## src/rtl/rst_req_ctrl.sv

```systemverilog
// Reset-request sequencer for a downstream reset synchronizer / clock-gate stage.
// Latency: req_i rise -> clk_en_o low 1 cycle later; ack_o after 1+GATE+HOLD+RELEASE cycles.
// Backpressure: 4-phase req/ack handshake; a new sequence needs req_i low observed in IDLE.
//
// Ports:
//   clk_i      always-on clock
//   rstn_i     asynchronous active-low reset
//   req_i      level reset request (4-phase handshake), synchronous to clk_i
//   ack_o      sequence complete; held until req_i falls
//   busy_o     high in GATE, ASSERT and RELEASE
//   clk_en_o   functional clock enable to the downstream clock gate
//   rstn_o     active-low reset to the downstream synchronizer (rstn_q & rstn_i)
//   seq_cnt_o  saturating completed-sequence count
//
// Optional feature macro: RST_REQ_CNT_EN. When it is defined, seq_cnt_o is an 8-bit
// saturating register. When it is undefined, seq_cnt_o is tied to 0.
module rst_req_ctrl #(
  parameter int GATE_CYCLES    = 4,
  parameter int HOLD_CYCLES    = 8,
  parameter int RELEASE_CYCLES = 8
) (
  input  logic       clk_i,
  input  logic       rstn_i,
  input  logic       req_i,
  output logic       ack_o,
  output logic       busy_o,
  output logic       clk_en_o,
  output logic       rstn_o,
  output logic [7:0] seq_cnt_o
);

  localparam int MAX_GH = (GATE_CYCLES > HOLD_CYCLES) ? GATE_CYCLES : HOLD_CYCLES;
  localparam int MAX_C  = (MAX_GH > RELEASE_CYCLES) ? MAX_GH : RELEASE_CYCLES;
  localparam int CW     = $clog2(MAX_C + 1);

  typedef enum logic [2:0] {
    S_IDLE    = 3'd0,
    S_GATE    = 3'd1,
    S_ASSERT  = 3'd2,
    S_RELEASE = 3'd3,
    S_ACK     = 3'd4
  } state_t;

  state_t          state_q, state_d;
  logic [CW-1:0]   cnt_q, cnt_d;
  logic            arm_q, arm_d;
  logic            ack_q, ack_d;
  logic            busy_q, busy_d;
  logic            clk_en_q, clk_en_d;
  logic            rstn_q, rstn_d;
  logic            done;

  always_comb begin
    state_d = state_q;
    cnt_d   = (cnt_q != '0) ? cnt_q - CW'(1) : cnt_q;
    arm_d   = arm_q;
    done    = 1'b0;
    case (state_q)
      S_IDLE: begin
        // arm_q records that req_i was seen low here, so a request still
        // held high after an aborted sequence cannot restart one.
        if (!req_i) begin
          arm_d = 1'b1;
        end else if (arm_q) begin
          arm_d   = 1'b0;
          state_d = S_GATE;
          cnt_d   = CW'(GATE_CYCLES);
        end
      end
      S_GATE: begin
        if (cnt_q == CW'(1)) begin
          state_d = S_ASSERT;
          cnt_d   = CW'(HOLD_CYCLES);
        end
      end
      S_ASSERT: begin
        if (cnt_q == CW'(1)) begin
          state_d = S_RELEASE;
          cnt_d   = CW'(RELEASE_CYCLES);
        end
      end
      S_RELEASE: begin
        if (cnt_q == CW'(1)) begin
          state_d = S_ACK;
          done    = 1'b1;
        end
      end
      S_ACK: begin
        if (!req_i) begin
          state_d = S_IDLE;
        end
      end
      default: begin
        state_d = S_IDLE;
        cnt_d   = '0;
      end
    endcase

    // Outputs are decoded from the next state so that they are registered.
    clk_en_d = (state_d == S_IDLE) || (state_d == S_ACK);
    busy_d   = (state_d == S_GATE) || (state_d == S_ASSERT) || (state_d == S_RELEASE);
    ack_d    = (state_d == S_ACK);
    rstn_d   = (state_d != S_ASSERT);
  end

  always_ff @(posedge clk_i or negedge rstn_i) begin
    if (!rstn_i) begin
      state_q  <= S_IDLE;
      cnt_q    <= '0;
      arm_q    <= 1'b0;
      ack_q    <= 1'b0;
      busy_q   <= 1'b0;
      clk_en_q <= 1'b1;
      rstn_q   <= 1'b1;
    end else begin
      state_q  <= state_d;
      cnt_q    <= cnt_d;
      arm_q    <= arm_d;
      ack_q    <= ack_d;
      busy_q   <= busy_d;
      clk_en_q <= clk_en_d;
      rstn_q   <= rstn_d;
    end
  end

  assign ack_o    = ack_q;
  assign busy_o   = busy_q;
  assign clk_en_o = clk_en_q;
  // Global reset reaches the downstream stage without needing a clock edge.
  assign rstn_o   = rstn_q & rstn_i;

`ifdef RST_REQ_CNT_EN
  logic [7:0] seq_cnt_q, seq_cnt_d;

  always_comb begin
    seq_cnt_d = seq_cnt_q;
    if (done && (seq_cnt_q != 8'hFF)) begin
      seq_cnt_d = seq_cnt_q + 8'd1;
    end
  end

  always_ff @(posedge clk_i or negedge rstn_i) begin
    if (!rstn_i) begin
      seq_cnt_q <= 8'd0;
    end else begin
      seq_cnt_q <= seq_cnt_d;
    end
  end

  assign seq_cnt_o = seq_cnt_q;
`else
  assign seq_cnt_o = 8'd0;
`endif

endmodule

```

## config.mk

```make
export PLATFORM = sky130hd
export DESIGN_NAME = rst_req_ctrl
export DESIGN_NICKNAME = d
export VERILOG_FILES = /design/src/rtl/rst_req_ctrl.sv
export SDC_FILE = /design/constraint.sdc
export NUM_CORES = 1
export LEC_CHECK = 0
export ABC_AREA = 1
export CAP_MARGIN = 20
export CELL_PAD_IN_SITES_DETAIL_PLACEMENT = 1
export CELL_PAD_IN_SITES_GLOBAL_PLACEMENT = 2
export CORE_ASPECT_RATIO = 0.9
export CORE_UTILIZATION = 33
export CTS_CLUSTER_SIZE = 10
export DETAILED_ROUTE_END_ITERATION = 12
export DONT_BUFFER_PORTS = 1
export GPL_TIMING_DRIVEN = 0
export PLACE_DENSITY_LB_ADDON = 0.2
export SETUP_SLACK_MARGIN = 0.1
export SLEW_MARGIN = 0
export SYNTH_ARGS = -nofsm -noshare
export SYNTH_HDL_FRONTEND = slang
export SYNTH_SLANG_ARGS = --single-unit
```

## constraint.sdc

```tcl
create_clock -name clk_i -period 1.35 [get_ports clk_i]
set_input_delay 0.27 -clock clk_i [delete_from_list [all_inputs] [get_ports clk_i]]
set_output_delay 0.27 -clock clk_i [all_outputs]
set_load 0.01 [all_outputs]
```

==> impl_metrics.py, run 1 <==
metrics = {
    "worst_setup_path": {
        "worst_path_max_delay_cell": "dfstp_2",
        "worstSetupEndpointType": "output pin",
        "worstPathRequired_ps": 1080,
        "path_cells": "nand2_1 > inv_1",
        "cp_slowest_stage_delay_ps": 520,
        "critical_path_arrival_ps": 910,
        "cpLargestDelayFamily": "flip-flops",
        "timing_worst_setup_path_type": "register to output pin",
        "crit_path_start_kind": "register",
        "critical_path.n_buffers_inverters": 1,
        "critical_path_peak_fanout": 1,
    },
    "grt": {
        "gr-usage-all-layers": 0.1326,
        "gr-total-overflow": 0,
        "grt_start_max_net_pins": 13,
        "number_of_global_route_vias_before_repair": 507,
        "antenna_found_initial": 0,
        "grt_first_pass_wirelength_um": 2187,
    },
    "detailed_routing": {
        "dr.pass1.iters": 2,
        "detailroute.via_count": 541,
        "drt-total-wl_um": 1238,
        "post-route-drc-count": 0,
        "drt-wirelength-per-cell_um": 9.748,
        "drt-initial-drc-count": 7,
        "residual_antenna_violating_net_count_after_detailed_routing": 0,
        "detail_route.vias_per_cell": 4.260,
    },
    "finish": {
        "num-nets-final": 110,
        "area_added_between_synthesis_and_finish_pct": 17.45,
        "final_design_area_no_fill_um2": 817.0,
        "antenna-diode-count": 0,
        "layout-drive-gt1-share": 0.2549,
        "final_core_util": 0.4186,
    },
    "die": {
        "core.rowCount": 15,
        "fp.dieArea_mm2": 0.002296,
        "initial_utilization": 0.3564,
        "die-height_um": 45.56,
        "core_region_area_mm2": 0.001952,
        "num_io_pins": 15,
        "x_dimension_of_the_die_um": 50.40,
    },
    "placement": {
        "placed_area_um2": 753.2,
        "hpwlAfterDp_um": 1009,
        "gp_congestion": 0.6986,
        "place.port_buffers": 0,
    },
    "timing": {
        "unrepaired_setup_endpoints_after_global_routing": "false",
        "endpoints_failing_setup": 0,
        "fmax_mhz": 847.5,
        "fin_crit_sh": 0.8741,
        "endpoints_failing_hold": 0,
        "tightest_pin_transition_ps": 520.3,
        "timing.slew.headroom": 0.6520,
        "fin_setup_tns_ps": 0,
        "finalCriticalPeriod_ps": 1180,
        "timing.final.max_slew_violations": 0,
        "worst_clock_skew_ps": 4.146,
    },
    "synth": {
        "post-synth-top-area-cell": "dfrtp_1",
        "yosysUniqueCellTypes": 15,
        "cells_taking_the_most_area_after_synthesis": "dfrtp_1 36%, nand2_1 14%, buf_4 8.6%, dfstp_2 7.6%, inv_1 7.0%",
        "synth_sequential_area_ratio": 0.4353,
        "synthDominantCellAreaShare": 0.3597,
        "synth-warning-count": 0,
        "synth_seq_cells": 12,
        "combined_area_of_all_synthesized_cells_um2": 695.7,
        "postSynthCellCount": 91,
        "synth_area_per_cell_um2": 7.645,
    },
    "clocking": {
        "cts.repair_timing.setup_buffer_count": 0,
        "clock_latency_ps": 260,
        "clkSlewWorstSetupHoldPaths_ps": 70,
        "tritoncts": "built",
        "tritoncts_num_sinks": 12,
        "clock_tree.root_cell": "clkbuf_4",
        "worst_case_clock_buffer_depth": 2,
        "clock_tree.htree_level_count": 1,
        "numCtsBuffers": 3,
    },
    "worst_hold_path": {
        "hold_path_class": "input port to register",
    },
    "power_and_ir_drop": {
        "p_leak_uw": 0.0004539,
        "max_vdd_drop_mv": 1.137,
        "power_density_mw_per_mm2": 2309,
    },
    "job": {
        "drv.max_cap_violation_count": 0,
    },
    "outcome": {
        "run_status": "finished clean",
    },
}
## cell type report
cell class | instances | area, um^2
fillers | 259 | 1135
multi-input cells | 65 | 340.3
flip-flops and latches | 12 | 304.0
plain buffers | 8 | 60.06
inverters | 13 | 48.80
well taps | 25 | 31.28
clock buffers | 3 | 22.52
repair buffers | 1 | 10.01
## worst paths after layout
| kind | startpoint | end | slack (ps) | cells after the start |
|---|---|---|---|---|
| worst max-delay path | rstn_q | rstn_o | 170 | 2 |
| worst min-delay path | req_i | arm_q | 110 | 1 |
| worst max register to register | cnt_q[0] | cnt_q[2] | 200 | 7 |
| worst min register to register | arm_q | arm_q | 510 | 2 |
| max in group asynchronous | rstn_i | state_q[0] | 560 | 1 |
| min in group asynchronous | rstn_i | state_q[2] | 420 | 1 |
## logic make-up (layout without fill, tap and decap cells)
family | after synthesis | count (layout) | synth area share
other | 1 | 8 | 0.005391
buffers and inverters | 21 | 25 | 0.1565
AND/OR/NAND/NOR | 47 | 47 | 0.2878
AO/OA/AOI/OAI | 5 | 5 | 0.03597
adder cells (fa/ha/maj) | 3 | 3 | 0.05396
flip-flops | 12 | 12 | 0.4353
XOR/XNOR | 2 | 2 | 0.02518
## what timing repair did
action                                 4_1_cts  5_1_grt
gates resized for setup                      2       12
endpoints found under the hold margin       12        0
pin swaps                                    2        1
setup endpoints to repair                    2        6
cloned                                       0        0
hold buffers                                 1        0
## synthesized netlist by cell type, drive strengths merged
cell	count
buf	8
ha	3
inv	13
nand3	9
dfstp	2
nand4	2
o21ai	4
nand2	26
xor2	2
nor2	10
dfrtp	10
a21oi	1
conb	1
## stage by stage
stage / setup slack, ps / hold WS [ps] / power, uW / cells
6_report: 170.0 / 108.2 / 1887 / 127
3_5_place_dp: 85.51 / -25.26 / 1588 / 123
5_1_grt: 111.3 / 92.01 / 2111 / 127
3_3_place_gp: 87.16 / -25.28 / 1562 / 123
4_1_cts: 114.4 / 97.82 / 1823 / 127
2_1_floorplan: 264.1 / -25.59 / 1395 / 98
## sequential cells by signal, indices dropped and copies added, names as in the netlist
| signal | count |
|---|---|
| arm_q | 1 |
| state_q | 3 |
| ack_o | 1 |
| cnt_q | 4 |
| busy_o | 1 |
| clk_en_o | 1 |
| rstn_q | 1 |
## cells in the final DEF (no fill, tap or decap)
cell type	netlist	final
a21oi_1	1	1
buf_4	8	8
clkbuf_4	0	3
conb_1	1	8
dfrtp_1	10	9
dfrtp_2	0	1
dfstp_2	2	2
dlygate4sd3_1	0	1
ha_1	3	2
ha_4	0	1
inv_1	13	9
inv_2	0	4
nand2_1	26	23
nand2_2	0	3
nand3_1	8	8
nand3_2	1	1
nand4_1	2	2
nor2_1	9	7
nor2_2	1	2
nor2_4	0	1
o21ai_0	4	3
o21ai_1	0	1
xor2_1	2	2
## report_power, final
| group | switching (uW) | leakage, uW | internal, uW |
|---|---|---|---|
| Combinational | 623 | 0.000297 | 377 |
| Sequential | 150 | 0.000143 | 536 |
| Clock | 98.1 | 0.0000138 | 103 |
| Total | 871 | 0.000454 | 1020 |
## layer usage
metal / part of all wire / global-route usage / up-vias
li1: - / - / 289
met1: 0.51 / 0.1698 / 243
met2: 0.45 / 0.2133 / 7
met3: 0.028 / 0.05000 / 2
met4: 0.0089 / 0.03333 / 0
met5: 0 / 0 / -
## worst register-to-register path: stages (launching register included)
cell	delay (ps)
dfrtp_1	410
inv_2	110
ha_1	170
xor2_1	150
nand2_1	70
nand2_1	50
nand2_1	40
nor2_1	70
Note: power is estimated with default switching activity, not from simulation.
==> inputs of run 2 (changes only) <==
- CAP_MARGIN: 20 -> default
==> results of run 2 <==
No change in the layout: final DEF, timing and power equal those of run 1.
==> inputs of run 3 (changes only) <==
- CTS_BUF_LIST: default -> sky130_fd_sc_hd__clkbuf_16
- SLEW_MARGIN: 0 -> default
==> impl_metrics.py, run 3 (synthesis gave the netlist of run 1 again) <==
metrics = {
    "grt": {
        "gr-usage-all-layers": 0.1399,
        "number_of_global_route_vias_before_repair": 529,
        "grt_start_max_net_pins": 13,
        "antenna_found_initial": 0,
        "grt_first_pass_wirelength_um": 2318,
        "gr-total-overflow": 0,
    },
    "worst_setup_path": {
        "worstPathRequired_ps": 1520,
        "critical_path_arrival_ps": 1320,
        "timing_worst_setup_path_type": "register to register",
        "critical_path_peak_fanout": 5,
        "r2r_end": "cnt_q[2]",
        "worstSetupEndpoint": "cnt_q[2]",
        "rr_startpoint": "cnt_q[0]",
        "start_point_of_the_critical_path": "cnt_q[0]",
        "crit_path_start_kind": "register",
        "worstSetupEndpointType": "register",
        "reg2reg_depth": 7,
        "r2r_setup_slack_ps": 190,
    },
    "clocking": {
        "clock_latency_ps": 230,
        "numCtsBuffers": 3,
        "clock_tree.htree_level_count": 1,
        "clkSlewWorstSetupHoldPaths_ps": 40,
        "tritoncts": "built",
        "clock_tree.root_cell": "clkbuf_16",
        "worst_case_clock_buffer_depth": 2,
        "tritoncts_num_sinks": 12,
    },
    "finish": {
        "area_added_between_synthesis_and_finish_pct": 24.64,
        "instances_no_fill": 127,
        "mostFrequentLayoutCell": "nand2_1",
        "num-nets-final": 110,
        "max_flop_register": "cnt_q",
        "final_design_area_no_fill_um2": 867.1,
        "layout_common_cells": "24 x nand2_1, 10 x inv_1, 9 x dfrtp_1",
        "layout-drive-gt1-share": 0.2353,
        "largest_register_ffs": 4,
        "top_regs": "cnt_q x4, state_q x3",
        "antenna-diode-count": 0,
    },
    "detailed_routing": {
        "dr.pass1.iters": 2,
        "drt-total-wl_um": 1295,
        "drt-wirelength-per-cell_um": 10.20,
        "detail_route.vias_per_cell": 4.315,
        "residual_antenna_violating_net_count_after_detailed_routing": 0,
        "post-route-drc-count": 0,
        "detailroute.via_count": 548,
        "drt-initial-drc-count": 7,
    },
    "timing": {
        "worst_clock_skew_ps": 1.601,
        "finalCriticalPeriod_ps": 1156,
        "endpoints_failing_hold": 0,
        "tightest_pin_transition_ps": 526.5,
        "timing.final.max_slew_violations": 0,
        "fin_setup_tns_ps": 0,
        "endpoints_failing_setup": 0,
        "fmax_mhz": 865.1,
        "unrepaired_setup_endpoints_after_global_routing": "true",
        "fin_crit_sh": 0.8563,
        "timing.slew.headroom": 0.6479,
    },
    "job": {
        "drv.max_cap_violation_count": 0,
    },
    "die": {
        "core.rowCount": 15,
        "initial_utilization": 0.3564,
        "num_io_pins": 15,
        "x_dimension_of_the_die_um": 50.40,
        "core_region_area_mm2": 0.001952,
        "fp.dieArea_mm2": 0.002296,
        "die-height_um": 45.56,
    },
    "outcome": {
        "run_status": "finished clean",
    },
    "placement": {
        "hpwlAfterDp_um": 1009,
        "placed_area_um2": 753.2,
        "gp_congestion": 0.6986,
        "dp_cells": 123,
        "place.port_buffers": 0,
    },
    "power_and_ir_drop": {
        "power_density_mw_per_mm2": 2534,
        "share_seq_of_total_power": 0.315,
        "p_int_uw": 1294,
        "max_vdd_drop_mv": 1.789,
        "p_leak_uw": 0.0004788,
        "power.combinational.fraction": 0.450,
        "power.switching_uw": 903.6,
        "clock_power_share": 0.235,
        "fraction_of_power_spent_switching_nets": 0.4112,
    },
    "worst_hold_path": {
        "hold_path_class": "input port to register",
    },
}
run 3: cell types whose count changed in the layout (fill, tap and decap cells not counted):
| cell | before | now |
|---|---|---|
| clkbuf_16 | 0 | 3 |
| clkbuf_4 | 3 | 0 |
| inv_1 | 9 | 10 |
| inv_2 | 4 | 3 |
| nand2_1 | 23 | 24 |
| nand2_2 | 3 | 2 |
run 3: power by group through the flow:
stage               Sequential [uW]  Combinational [uW]  Clock [uW]
global route                    713                1170         536
floorplan                       640                 755           0
CTS                             669                 962         531
detailed placement              665                 922           0
global placement                661                 901           0
finish                          693                 989         515
run 3: critical path: stages (launching register included):
cell and delay [ps]:
dfrtp_1 410, inv_2 120, ha_1 170, xor2_1 150
nand2_1 70, nand2_1 50, nand2_1 40, nor2_1 70
run 3: cell type report:
type / count / area, um^2
Clock buffer: 3 / 75.07
Inverter: 13 / 48.80
Buffer: 8 / 60.06
Sequential cell: 12 / 304.0
Tap cell: 25 / 31.28
Fill cell: 253 / 1085
Timing Repair Buffer: 1 / 10.01
Multi-Input combinational cell: 65 / 337.8
run 3: metrics by stage:
stage	hold slack, ps	power (uW)	util	setup slack (ps)
after floorplan	-25.59	1395	-	264.1
after global placement	-25.28	1562	0.3859	87.16
after detailed placement	-25.26	1588	0.3859	85.51
after CTS	138.5	2162	0.4359	91.89
after global routing	141.4	2422	0.4442	98.41
final	139.8	2197	0.4442	194.0
run 3: worst min-delay path by stage:
| stage | end | start | depth (start not counted) |
|---|---|---|---|
| floorplan | ack_o | rstn_i | 0 |
| global placement | ack_o | rstn_i | 0 |
| detailed placement | ack_o | rstn_i | 0 |
| CTS | arm_q | req_i | 1 |
| global route | arm_q | req_i | 1 |
| finish | arm_q | req_i | 1 |
run 3: what timing repair did:
action / 4_1_cts / 5_1_grt
hold buffers: 1 / 0
resized for setup: 2 / 10
hold endpoints to repair: 12 / 0
endpoints found under the setup margin: 2 / 6
pin swaps: 1 / 1
buffers inserted: 0 / 0
run 3: per-layer routing:
metal	up-vias	routed length [um]	global-route usage
li1	289	-	-
met1	250	620	0.1822
met2	7	609	0.2240
met3	2	49	0.05000
met4	0	15	0.03333
met5	-	0	0
